## src/rtl/bcd_pkg.sv

```systemverilog
`default_nettype none
// ============================================================================
//  Module      : bcd_pkg
//  Description : Shared definitions for the BCD-to-binary converter: FSM
//                state encoding, default digit count and the binary width
//                derived from the digit count.
//  Revision    : 1.0 - initial release
// ============================================================================
package bcd_pkg;

   // Default number of BCD digits per conversion request
   localparam int NDIG_DEF = 4;

   // Digit counter width; wide enough for NDIG up to 8
   localparam int CNT_W = 4;

   // Converter states, binary encoded
   typedef enum logic [1:0] {
      ST_IDLE = 2'd0,
      ST_CONV = 2'd1,
      ST_DONE = 2'd2
   } state_t;

   // Binary width needed to hold any NDIG-digit decimal value:
   // ceil(log2(10^ndig)), e.g. 14 for 4 digits
   function automatic int calc_w(input int ndig);
      longint p;
      int     w;
      p = 1;
      w = 0;
      for (int i = 0; i < ndig; i++) p = p * 10;
      for (int i = 0; i < 40; i++) begin
         if ((longint'(1) << i) < p) w = i + 1;
      end
      return w;
   endfunction

endpackage
`default_nettype wire

```

## src/rtl/bcd_mac10.sv

```systemverilog
`default_nettype none
// ============================================================================
//  Module      : bcd_mac10
//  Description : Combinational multiply-by-ten-and-add step of the decimal
//                to binary conversion; also flags a non-decimal digit.
//  Revision    : 1.0 - initial release
// ============================================================================
module bcd_mac10 #(
   parameter int W = 14
) (
   input  logic [W-1:0] acc_i,
   input  logic [3:0]   digit_i,
   output logic [W-1:0] acc_o,
   output logic         bad_o
);

   logic [W+3:0] w_ext;
   logic [W+3:0] w_sum;
   logic [3:0]   w_unused_hi;

   // acc*10 built from two shifts at W+4 bits, then truncated back to W
   always_comb begin
      w_ext       = {4'b0000, acc_i};
      w_sum       = (w_ext << 3) + (w_ext << 1) + {{W{1'b0}}, digit_i};
      acc_o       = w_sum[W-1:0];
      w_unused_hi = w_sum[W+3:W];
      bad_o       = (digit_i > 4'd9);
   end

endmodule
`default_nettype wire

```

## src/rtl/bcd2bin.sv

```systemverilog
`default_nettype none
// ============================================================================
//  Module      : bcd2bin
//  Description : Sequential packed-BCD to binary converter. One digit is
//                folded into the accumulator per clock, MSD first; the
//                result and an invalid-digit flag are held until the next
//                accepted request.
//  Revision    : 1.0 - initial release
// ============================================================================
module bcd2bin
   import bcd_pkg::*;
#(
   parameter int NDIG = NDIG_DEF,
   parameter int W    = calc_w(NDIG)
) (
   input  logic            clk,
   input  logic            rst,
   input  logic            start,
   input  logic [4*NDIG-1:0] bcd,
   output logic            busy,
   output logic            done,
   output logic [W-1:0]    bin,
   output logic            err
);

   state_t             state_q, state_d;
   logic [4*NDIG-1:0]  bcd_q, bcd_d;     // latched digits, shifted MSD-first
   logic [W-1:0]       acc_q, acc_d;
   logic [CNT_W-1:0]   cnt_q, cnt_d;
   logic [W-1:0]       bin_q, bin_d;
   logic               err_q, err_d;
   logic               erracc_q, erracc_d; // any bad digit seen so far

   logic [W-1:0]       w_mac_acc;
   logic               w_mac_bad;
   logic               w_err_final;

   // Current digit is always the top nibble of the shifting digit register
   bcd_mac10 #(
      .W       (W)
   ) u_mac (
      .acc_i   (acc_q),
      .digit_i (bcd_q[4*NDIG-1 -: 4]),
      .acc_o   (w_mac_acc),
      .bad_o   (w_mac_bad)
   );

   // State and datapath registers; reset wins over everything
   always_ff @(posedge clk) begin
      if (rst) begin
         state_q  <= ST_IDLE;
         bcd_q    <= '0;
         acc_q    <= '0;
         cnt_q    <= '0;
         bin_q    <= '0;
         err_q    <= 1'b0;
         erracc_q <= 1'b0;
      end else begin
         state_q  <= state_d;
         bcd_q    <= bcd_d;
         acc_q    <= acc_d;
         cnt_q    <= cnt_d;
         bin_q    <= bin_d;
         err_q    <= err_d;
         erracc_q <= erracc_d;
      end
   end

   // Next-state and datapath control
   always_comb begin
      state_d     = state_q;
      bcd_d       = bcd_q;
      acc_d       = acc_q;
      cnt_d       = cnt_q;
      bin_d       = bin_q;
      err_d       = err_q;
      erracc_d    = erracc_q;
      w_err_final = erracc_q | w_mac_bad;
      case (state_q)
         ST_IDLE: begin
            if (start) begin
               bcd_d    = bcd;
               acc_d    = '0;
               cnt_d    = '0;
               bin_d    = '0;
               err_d    = 1'b0;
               erracc_d = 1'b0;
               state_d  = ST_CONV;
            end
         end
         ST_CONV: begin
            acc_d    = w_mac_acc;
            erracc_d = w_err_final;
            bcd_d    = bcd_q << 4;
            cnt_d    = cnt_q + 1'b1;
            if (cnt_q == CNT_W'(NDIG - 1)) begin
               state_d = ST_DONE;
               err_d   = w_err_final;
               bin_d   = w_err_final ? '0 : w_mac_acc;
            end
         end
         ST_DONE: begin
            state_d = ST_IDLE;
         end
         default: begin
            state_d = ST_IDLE;
         end
      endcase
   end

   assign busy = (state_q == ST_CONV);
   assign done = (state_q == ST_DONE);
   assign bin  = bin_q;
   assign err  = err_q;

endmodule
`default_nettype wire
```

## config.mk

```make
export PLATFORM = sky130hd
export DESIGN_NAME = bcd2bin
export DESIGN_NICKNAME = d
export VERILOG_FILES = /design/src/rtl/bcd_pkg.sv /design/src/rtl/bcd_mac10.sv /design/src/rtl/bcd2bin.sv
export SDC_FILE = /design/constraint.sdc
export NUM_CORES = 1
export LEC_CHECK = 0
export CAP_MARGIN = 20
export CORE_ASPECT_RATIO = 1.25
export CORE_MARGIN = 10
export CORE_UTILIZATION = 45
export CTS_CLUSTER_DIAMETER = 30
export DETAILED_ROUTE_END_ITERATION = 8
export PLACE_DENSITY = 0.68
export SLEW_MARGIN = 25
export SYNTH_ARGS = -nofsm -noshare
export SYNTH_HDL_FRONTEND = slang
export SYNTH_SLANG_ARGS = --single-unit
```

## constraint.sdc

```tcl
create_clock -name clk -period 4.6 [get_ports clk]
set_clock_uncertainty 0.15 [all_clocks]
set_input_delay 0.69 -clock clk [delete_from_list [all_inputs] [get_ports clk]]
set_output_delay 0.69 -clock clk [all_outputs]
set_load 0.05 [all_outputs]
```

==> qor.csv <==
stage;metric;value;unit
clock_tree;Worst-Skew Late Latency;0.31;ns
global_route;largest net degree at the start of global routing;42;
yosys;Yosys reg bits;51;
route;routed wl met2;2800;um
clock_tree;Root Buffer;clkbuf_8;
worst_hold_path;hold crit path type;reg -> reg;
power_and_ir_drop;Lkg Pwr;0.00132;uW
global_route;GR Overflow Total;0;
power_and_ir_drop;clock share of power;31.9;%
global_route;first-pass GRT wire length;9890;um
setup_path;crit end category;output pin;
power_and_ir_drop;Int Pwr;631;uW
timing;FMAX;0.275;GHz
route;WL final;5900;um
setup_path;Crit. Startpoint;state_q[0]$_SDFFE_PP0P_;
route;Routed met1 length;2820;um
placed_design;DP Wirelength;4300;um
setup_path;register-to-register setup slack;1.68;ns
route;1st-iter DRT viols;106;
setup_path;R2R Path End;bin[13]$_SDFFE_PP0P_;
finish;# nets final;381;
setup_path;CP max FO;28;
route;DR vias/cell;5.57;
timing;PnR worst setup slack;0.968;ns
power_and_ir_drop;PD cells;276;mW/mm^2
setup_path;Worst R2R Path Depth;11;
clock_tree;Worst-path clk slew;0.09;ns
route;total vias in the final route;2249;
placed_design;Post-DP Area;0.00304;sq mm
finish;fraction of layout cells with a size suffix above 1;5.92;%
yosys;Synth Instances;308;
timing;Finish-stage setup viols;0;
clock_tree;H-tree Lvls;2;
timing;RSZ-0062 raised after global routing;false;
run;Max Cap Violations;0;
floorplanning;Row Count;31;
timing;Slew HR;49.6;%
clock_tree;total CTS buffers;5;
route;Highest Signal Layer;met4;
yosys;Post-synth EDFFs;0;
timing;final hold vios;0;
floorplanning;Starting Density;45.9;%
global_route;initial antenna violation count;0;
yosys;ys flop type;dfxtp_1;
yosys;Syn Nets;352;
clock_tree;TritonCTS clock tree;done;
setup_path;WS Path Type;reg -> out;
timing;max-slew violations;0;
clock_tree;Setup Fix Bufs, Post-CTS;0;
yosys;Ys Warns;0;
setup_path;reg2reg start;bcd_q[15]$_SDFFE_PP0P_;
power_and_ir_drop;Power, Total;867;uW
clock_tree;post-CTS sizing;0;
clock_tree;Sink Count;51;
yosys;ys async rst share;0;%
worst_hold_path;worst hold endpoint;acc_q[11]$_SDFFE_PP0P_;
clock_tree;maximum root-to-sink buffer count;2;
route;number of remaining DRC errors;0;
placed_design;dpl cells;396;
finish;Final Non-Filler Cells;404;
placed_design;Post-Place Setup Slack;1.32;ns
route;met3 WL;199;um
timing;fin crit period;3.63;ns
power_and_ir_drop;sequential power share;54.3;%
placed_design;GP Congestion;0.838;
setup_path;Critical Path AT;2.79;ns
power_and_ir_drop;Worst VDD drop;0.000155;V
power_and_ir_drop;Gate power share;13.8;%
floorplanning;Core ar.;0.00578;sq mm
timing;final worst-path cycle share;79.0;%
finish;Area Growth Syn to Fin;18.3;%
setup_path;Worst EP required;3.76;ns
placed_design;Port Buffers;35;
floorplanning;Die Span Y;106;um
timing;Setup TNS Final;0;ns
yosys;Syn Area/Cell;8.61;sq um
finish;Layout fillers;580;
route;DR pass1 iterations;4;
route;WL per Instance;14.6;um
finish;Antenna Cells;0;
yosys;distinct cell type count after synthesis;43;
yosys;Cell Area, Synth;0.00265;sq mm
route;ANT nets after route;0;
power_and_ir_drop;Switching Fraction;27.2;%
finish;final non-filler cell area;0.00314;sq mm
floorplanning;Die Width;88.7;um
floorplanning;die area;0.00938;sq mm
worst_hold_path;hold path start;acc_q[11]$_SDFFE_PP0P_;
outcome;status;complete, no violations;
floorplanning;I/O pins;36;
worst_hold_path;Hold Path Depth;2;
timing;Slew @ Worst Pin;0.755;ns
global_route;vias in the first global route;2196;
global_route;total track usage;12.8;%
clock_tree;Post-CTS Hold Buffers;0;
setup_path;Startpoint Class;flip-flop;
power_and_ir_drop;P_sw;236;uW
yosys;register area share after synthesis;38.5;%
[synth_stat cells, types with 2 or more instances]
master | instances | area, sq um
a211o_1 | 2 | 17.5
a211oi_1 | 2 | 15.0
a21o_1 | 3 | 22.5
a21oi_1 | 22 | 110
a22o_1 | 11 | 96.3
a22oi_1 | 5 | 37.5
a311oi_1 | 13 | 114
a32oi_1 | 3 | 26.3
and2_1 | 2 | 12.5
buf_1 | 2 | 7.51
clkbuf_1 | 12 | 45.0
dfxtp_1 | 51 | 1020
fa_1 | 2 | 40.0
ha_1 | 23 | 288
inv_1 | 9 | 33.8
nand2_1 | 37 | 139
nand2b_1 | 4 | 25.0
nand3_1 | 5 | 25.0
nand4_1 | 5 | 31.3
nor2_1 | 46 | 173
nor2b_1 | 9 | 56.3
nor3_1 | 4 | 20.0
o211ai_1 | 2 | 15.0
o21a_1 | 2 | 15.0
o21ai_0 | 6 | 30.0
or2_2 | 3 | 18.8
xnor2_1 | 6 | 52.6
xor2_1 | 2 | 17.5
[layout make-up]
cell class	instances	area [sq um]	area share [%]
flip-flops and latches	51	1020	32.5
well taps	66	82.6	2.63
repair buffers	37	365	11.6
multi-input cells	232	1540	49.0
clock buffers	7	86.3	2.75
clock inverters	1	8.76	0.279
inverters	10	37.5	1.20
[routing by layer]
metal | GRT usage, % | vias to the layer above
li1 | - | 1154
met1 | 15.3 | 1047
met2 | 21.6 | 41
met3 | 2.62 | 7
met4 | 4.98 | 0
met5 | 0 | -
[metrics by stage]
step	hold slack (ns)	utilization, %
2_1_floorplan	0.270	-
3_3_place_gp	0.287	52.7
3_5_place_dp	0.292	52.7
4_1_cts	0.306	54.3
5_1_grt	0.327	54.3
6_report	0.298	54.3
[worst max-delay path, stage by stage (launching register included)]
cell and delay (ns):
dfxtp_1 0.53, nand2b_1 0.49, inv_2 0.55, clkdlybuf4s50_1 0.90
[state kept, by name, indices dropped and copies added (netlist names)]
register / cells
bin: 14
err: 1
acc_q: 13
state_q: 2
bcd_q: 16
erracc_q: 1
cnt_q: 4
[power by group through the flow]
stage	sequential [uW]	clock, uW	combinational [uW]
final	471	277	119
after global routing	473	298	134
after CTS	471	283	121
after detailed placement	481	0	120
after global placement	480	0	118
after floorplan	481	0	79.6
[worst max-delay path by stage]
stage / end / slack, ns / depth (start not counted)
2_1_floorplan: bin[12]$_SDFFE_PP0P_ / 1.84 / 10
3_3_place_gp: busy / 1.36 / 3
3_5_place_dp: busy / 1.32 / 3
4_1_cts: busy / 0.94 / 3
5_1_grt: busy / 0.78 / 3
6_report: busy / 0.97 / 3
[cell families (layout without fill, tap and decap cells)]
family	after synthesis	in the layout	synth area share, %
AO/OA/AOI/OAI	77	77	21.3
multiplexers	2	2	0.802
adder cells (fa/ha/maj)	25	25	12.4
XOR/XNOR	8	8	2.64
AND/OR/NAND/NOR	120	120	20.8
buffers and inverters	25	55	3.58
flip-flops	51	51	38.5
[cell usage in the layout (no fill, tap or decap), drive strengths merged, types with 4 or more instances in the layout]
cell type	instances
ha	23
nand3	5
nand2b	4
clkdlybuf4s50	35
nand4	5
clkbuf	7
a311oi	13
nor2b	10
nor3	5
inv	10
o21ai	6
nor2	46
dfxtp	51
a21oi	22
a22o	11
nand2	37
xnor2	6
a22oi	5
Power figures use the tool's default switching activity.
